--- src/rtl/data_compare_tracker.sv ---
// Purpose: streaming trend tracker wrapped around an external 8-bit comparator.
// Latency: max/min/count 1 cycle after accept; trend/run 1 cycle after the pair is registered.
// Backpressure: none; every iValid edge is accepted, throughput one sample per clock.
//
// Ports:
//   iClk, iRst_n        clock, synchronous active-low reset
//   iValid, iSample     sample strobe and unsigned 8-bit sample
//   oCmp_a, oCmp_b      current / previous sample to the comparator
//   iCmp                comparator result {a>b, a==b, a<b}, combinational from oCmp_a/oCmp_b
//   oTrend, oRunLen     current trend (00 FLAT, 01 UP, 10 DOWN) and its run length
//   oRunDone            one-cycle pulse when a run ends
//   oMax, oMin, oCount  running max/min and saturating accepted-sample count
//   oErr                sticky illegal comparator code flag
//
// Optional feature macro: CMP_CHECK_EN (illegal iCmp detection; oErr tied low when undefined).
module data_compare_tracker #(
   parameter int RUN_W = 8,
   parameter int CNT_W = 16
) (
   input  logic             iClk,
   input  logic             iRst_n,
   input  logic             iValid,
   input  logic [7:0]       iSample,
   output logic [7:0]       oCmp_a,
   output logic [7:0]       oCmp_b,
   input  logic [2:0]       iCmp,
   output logic [1:0]       oTrend,
   output logic [RUN_W-1:0] oRunLen,
   output logic             oRunDone,
   output logic [7:0]       oMax,
   output logic [7:0]       oMin,
   output logic [CNT_W-1:0] oCount,
   output logic             oErr
);

   typedef enum logic [1:0] {EMPTY, FIRST, TRACK} state_t;

   localparam logic [1:0] FLAT = 2'b00;
   localparam logic [1:0] UP   = 2'b01;
   localparam logic [1:0] DOWN = 2'b10;

   state_t     state;
   logic       pend;      // a registered pair is waiting for its comparator result
   logic [1:0] dir;
   logic       evalOk;    // comparator code may update trend/run state

   // Anything that is not a clean a>b or a<b decodes as FLAT.
   always_comb begin
      dir = FLAT;
      if (iCmp == 3'b100)
         dir = UP;
      else if (iCmp == 3'b001)
         dir = DOWN;
   end

`ifdef CMP_CHECK_EN
   logic cmpLegal;
   assign cmpLegal = (iCmp == 3'b100) || (iCmp == 3'b010) || (iCmp == 3'b001);
   assign evalOk   = cmpLegal;

   always_ff @(posedge iClk) begin
      if (!iRst_n)
         oErr <= 1'b0;
      else if (pend && !cmpLegal)
         oErr <= 1'b1;
   end
`else
   assign evalOk = 1'b1;
   assign oErr   = 1'b0;
`endif

   always_ff @(posedge iClk) begin
      if (!iRst_n) begin
         state    <= EMPTY;
         pend     <= 1'b0;
         oCmp_a   <= 8'h00;
         oCmp_b   <= 8'h00;
         oTrend   <= FLAT;
         oRunLen  <= '0;
         oRunDone <= 1'b0;
         oMax     <= 8'h00;
         oMin     <= 8'hFF;
         oCount   <= '0;
      end else begin
         oRunDone <= 1'b0;

         // Evaluate the pair registered on the previous edge; iCmp still
         // reflects the pre-edge oCmp_a/oCmp_b even if a new sample shifts in now.
         if (pend && evalOk) begin
            if (dir == oTrend && oRunLen != '0) begin
               if (oRunLen != '1)
                  oRunLen <= oRunLen + RUN_W'(1);
            end else begin
               oTrend   <= dir;
               oRunLen  <= RUN_W'(1);
               // A zero run length means nothing was running yet, so no run ended.
               oRunDone <= (oRunLen != '0);
            end
         end

         if (iValid) begin
            if (oCount != '1)
               oCount <= oCount + CNT_W'(1);

            case (state)
               EMPTY: begin
                  // First sample seeds max/min directly instead of comparing
                  // against the reset values.
                  oCmp_a <= iSample;
                  oMax   <= iSample;
                  oMin   <= iSample;
                  state  <= FIRST;
               end
               default: begin
                  // FIRST and TRACK both shift the pair and track extremes.
                  oCmp_b <= oCmp_a;
                  oCmp_a <= iSample;
                  if (iSample > oMax)
                     oMax <= iSample;
                  if (iSample < oMin)
                     oMin <= iSample;
                  state  <= TRACK;
               end
            endcase
         end

         pend <= iValid && (state != EMPTY);
      end
   end

endmodule

--- config.mk ---
export PLATFORM = sky130hd
export DESIGN_NAME = data_compare_tracker
export DESIGN_NICKNAME = d
export VERILOG_FILES = /design/src/rtl/data_compare_tracker.sv
export SDC_FILE = /design/constraint.sdc
export NUM_CORES = 1
export LEC_CHECK = 0
export ABC_AREA = 0
export BUFFER_PORTS_ARGS = -buffer_cell sky130_fd_sc_hd__buf_2
export CAP_MARGIN = 25
export CORE_ASPECT_RATIO = 2
export CORE_MARGIN = 3
export CORE_UTILIZATION = 48
export CTS_CLUSTER_DIAMETER = 60
export DETAILED_ROUTE_END_ITERATION = 8
export PLACE_DENSITY = 0.83
export SLEW_MARGIN = 20
export SYNTH_ARGS = -nofsm -noshare
export SYNTH_HDL_FRONTEND = slang
export SYNTH_SLANG_ARGS = --single-unit
--- constraint.sdc ---
create_clock -name iClk -period 1.5 [get_ports iClk]
set_input_delay 0.3 -clock iClk [delete_from_list [all_inputs] [get_ports iClk]]
set_output_delay 0.3 -clock iClk [all_outputs]
set_load 0.005 [all_outputs]
After elaboration in Yosys (flattened, before gate mapping):

Index checks and enable logic that the tools add are counted.

* bits in registers: 62
* latch bits: 0
* memory bits (read-only): 0
* bits in writable memories: 0
* bits of input ports: 14
* output and inout bits: 60
* logic and storage cells: 47
* memories kept: 0

* div/mod/pow operators: 0
* bitwise gates (word level): 4
* reductions and logical operators: 14
* shift-type cells: 0
* multipliers: 0
* eq/ne operators: 6
* mux-type cells: 9
* add/subtract/negate cells: 2
* order comparisons: 2

Operators by type and width (count)
* $mux W8: 6
* $add A16 B1 Y16 const B: 1
* $ne A16 B16 Y1 const B: 1
* $reduce_and A2 Y1: 6
* $add A8 B1 Y8 const B: 1
* $gt A8 B8 Y1: 1
* $lt A8 B8 Y1: 1
* $ne A8 B8 Y1 const B: 1
* $reduce_bool A8 Y1: 1
* $mux W2: 3
* $reduce_bool A2 Y1: 3
* $not A1 Y1: 4
* $eq A3 B1 Y1 const B: 1
* $eq A3 B3 Y1 const B: 1
* $reduce_or A3 Y1: 1
* $eq A2 B2 Y1: 1
* $logic_and A1 B1 Y1: 2
* $logic_not A2 Y1: 1
* $ne A2 B1 Y1 const B: 1

Longest topological paths before layout:

* depth after elaboration: 7
* mapped depth: 8
* mapped depth without buffers: 7

Worst setup path after synthesis:

OpenSTA, ideal clock, no wires.

* path type: flip-flop to flip-flop
* from: reg oMax[5]
* to: reg oMax[0]
* setup time: 0.138 ns
* arrival time: 1.564 ns
* setup slack: -0.201 ns
* cell stages (with the launch flop): 8
* buffers on the path: 0
* clock period less this slack: 1.701 ns
* data required time: 1.362 ns
* cells stage by stage: dfxtp_1 -> inv_1 -> ha_1 -> a21oi_1 -> nor2_1 -> a2111oi_0 -> a21oi_2 -> mux2i_1

* longest elaborated chain between the ends: 3

RTL lines
* start: declaration: RTL line 30 `output logic [7:0] oMax,`
* start signal: assignment: RTL line 110 `oMax <= iSample;`
* start signal: assignment: RTL line 119 `oMax <= iSample;`
* $gt A8 B8 Y1: RTL line 118 `if (iSample > oMax)`
* $reduce_bool A2 Y1 (no source line)
* $reduce_and A2 Y1 (no source line)

Every way passes these cells.
A chain may end at the register's enable or synchronous reset.

Worst setup path in the final report:

* from: reg oMin[7]
* to: reg oMin[5]

* longest elaborated chain between the ends: 3

RTL lines
* start: declaration: RTL line 31 `output logic [7:0] oMin,`
* start signal: assignment: RTL line 111 `oMin <= iSample;`
* start signal: assignment: RTL line 121 `oMin <= iSample;`
* $lt A8 B8 Y1: RTL line 120 `if (iSample < oMin)`
* $reduce_bool A2 Y1 (no source line)
* $reduce_and A2 Y1 (no source line)

Every way passes these cells.

==> results.sh <==
export IMPL_synth_common_cells="dfxtp_1, nor2_1, nand2_1"
export IMPL_cap_viol_max_count=0
export IMPL_yosysMostFrequentCell="dfxtp_1"
export IMPL_min_path_type="in -> reg"
export IMPL_ant_nets=0
export IMPL_power_per_cell_area_mw_per_mm2=1007
export IMPL_die_w_um=62.26
export IMPL_route_detailed_drc=0
export IMPL_ir_drop_uv=1122
export IMPL_fin_ws_ps=-216.8
export IMPL_grt_pass1_wl_um=14560
export IMPL_synth_top_area_cell="dfxtp_1"
export IMPL_clkPwrFrac=0.461
export IMPL_seq_area_frac_synth=0.4086
export IMPL_clock_latency_ps=330
export IMPL_worst_path_max_fanout=3
export IMPL_coreArea_mm2=0.006056
export IMPL_crit_required_ps=1750
export IMPL_whs_ps=261.7
export IMPL_numCtsBuffers=9
export IMPL_grt_pass1_vias=3102
export IMPL_rows=40
export IMPL_cts_buffer_depth=2
export IMPL_cts_tree="done"
export IMPL_yosysTopAreaCellShare=0.4086
export IMPL_synth_cell_types=50
export IMPL_globalplace_congestion=0.9073
export IMPL_critPathLaunchType="flip-flop"
export IMPL_power_share_sequential=0.373
export IMPL_die_y_um=118.5
export IMPL_avgSynthCellArea_um2=8.705
export IMPL_synth_area_leaders="dfxtp_1, mux2i_1, ha_1"
export IMPL_p_leak_uw=0.002226
export IMPL_initial_core_util=0.5017
export IMPL_clock_root_buffer="clkbuf_16"
export IMPL_clkTransAtPathRegs_ps=50
export IMPL_io_buffers=72
export IMPL_fin_crit_sh=1.145
export IMPL_path_class="reg -> reg"
export IMPL_viasPerCell=5.156
export IMPL_ys_seq_elements=62
export IMPL_switching_share=0.2408
export IMPL_violations="setup timing"
export IMPL_synthToLayoutAreaGrowth_pct=56.59
export IMPL_first_iter_violations=122
export IMPL_overflow=0
export IMPL_finalClockSkew_ps=5.527
export IMPL_p_sw_uw=1153
export IMPL_fmaxAchievable_ghz=0.5825
export IMPL_grt_max_degree=35
export IMPL_antenna_found_initial=0
export IMPL_regToRegSetupSlack_ps=-220
export IMPL_rsz0062_at_grt="yes"
export IMPL_hold_viol=0
export IMPL_cp_end_kind="flip-flop"
export IMPL_instances_no_fill=588
export IMPL_drv_slew=0
export IMPL_syn_area_mm2=0.003038
export IMPL_dr_pass1_iters=4
export IMPL_p_int_uw=3635
export IMPL_clock_sinks=62
export IMPL_grt_total_usage=0.2491
export IMPL_period_minus_slack_ps=1717
export IMPL_outcome="finished with violations"
export IMPL_ios=74
export IMPL_nNetsFinal=531
export IMPL_synth_ff_type="dfxtp_1"
export IMPL_die_area_mm2=0.007378
export IMPL_routed_wl_um=9105
export IMPL_cts_hold_buffers=0
export IMPL_synth_net_count=381
export IMPL_drive_gt1_frac=0.4841
export IMPL_num_vias=3032
export IMPL_placed_cells=561
export IMPL_synthArstFlopShare=0
export IMPL_synth_edf_count=0
export IMPL_htreeDepth=3
export IMPL_diodes=0
export IMPL_dp_hpwl_um=6240
export IMPL_ys_warnings_count=0
export IMPL_finalSetupViolations=26
export IMPL_routedWlPerCell_um=15.48
export IMPL_p_comb_frac=0.166
export IMPL_syn_inst=349
export IMPL_worst_ep_arrival_time_ps=1970
final cells by class:
| cell class | count | area, µm² |
|---|---|---|
| clock buffers | 12 | 246.5 |
| well taps | 84 | 105.1 |
| multi-input cells | 251 | 1956 |
| clock inverters | 4 | 70.07 |
| repair buffers | 152 | 1017 |
| inverters | 23 | 91.34 |
| flip-flops and latches | 62 | 1271 |
| fillers | 396 | 1299 |
registers in the layout, indices dropped and copies added, names as in the netlist:
name and flops:
oMin 8, oRunLen 8, pend 1, oCount 16, oMax 8, oCmp_a 8, state 2, oTrend 2
oRunDone 1, oCmp_b 8
placed cells by master (no fill, tap or decap), drive strengths merged, types with 2 or more instances in the layout:
cell type  count
buf          152
dfxtp         62
nor2          56
nand2         46
mux2i         29
inv           22
ha            18
a21oi         15
nand4         12
clkbuf        12
nor3           9
xor2           8
xnor2          7
and3           5
nor2b          5
nand3          4
o21ai          4
a31oi          3
clkinv         3
o31ai          3
nor4           3
nor3b          2
o311a          2
or2            2
bufinv         2
nor4b          2
nand2b         2
a211oi         2
per-stage QoR:
step / area [µm²] / util / total power [µW] / worst slack (ps) / TNS, ps
after floorplan: 3079 / - / 2138 / -165.1 / -2013
after global placement: 4034 / 0.6661 / 2438 / -297.0 / -5040
after detailed placement: 4034 / 0.6661 / 2470 / -379.8 / -6334
after CTS: 4627 / 0.7641 / 4781 / -227.6 / -2408
after global routing: 4757 / 0.7855 / 4981 / -317.5 / -5234
final: 4757 / 0.7855 / 4788 / -216.8 / -3313
power by group through the flow:
stage	Sequential, µW	Clock, µW	Combinational (µW)
final	1790	2210	794
after global routing	1790	2320	868
after floorplan	1820	0	321
after CTS	1780	2250	757
after detailed placement	1800	0	667
after global placement	1800	0	639
layer usage:
metal / part of all wire / GRT usage
met2: 0.57 / 0.4764
met5: 0 / 0
met1: 0.38 / 0.2490
met4: 0.021 / 0.1065
met3: 0.035 / 0.05989
repair_timing:
| item | 4_1_cts | 5_1_grt |
|---|---|---|
| setup buffers | 7 | 5 |
| gates resized for setup | 50 | 29 |
| pin swaps | 19 | 28 |
| setup endpoints to repair | 30 | 44 |
worst paths after layout:
kind,cells past startpoint,from,endpoint
hold reg to reg,2,oCmp_b[0],oCmp_b[0]
setup reg to reg,7,oMin[7],oMin[5]
hold / removal,3,iSample[0],oMax[0]
setup / recovery,7,oMin[7],oMin[5]
cells by family (layout without fill, tap and decap cells):
logic type	count (synthesis)	count (layout)	synth area share
compound gates	37	37	0.08773
xor+xnor	15	15	0.04325
fa+ha+maj	18	18	0.07414
buf+inv	36	191	0.04818
flops	62	62	0.4086
mux	29	29	0.09555
other cells	1	1	0.001234
simple gates	151	151	0.2414
worst max-delay path, stage by stage (launching register included):
cell     delay (ps)
dfxtp_2         340
inv_2            50
ha_4            260
nand4_1         100
o311a_1         370
a22oi_2         160
buf_4           170
mux2i_1         190
Power figures use the tool's default switching activity.
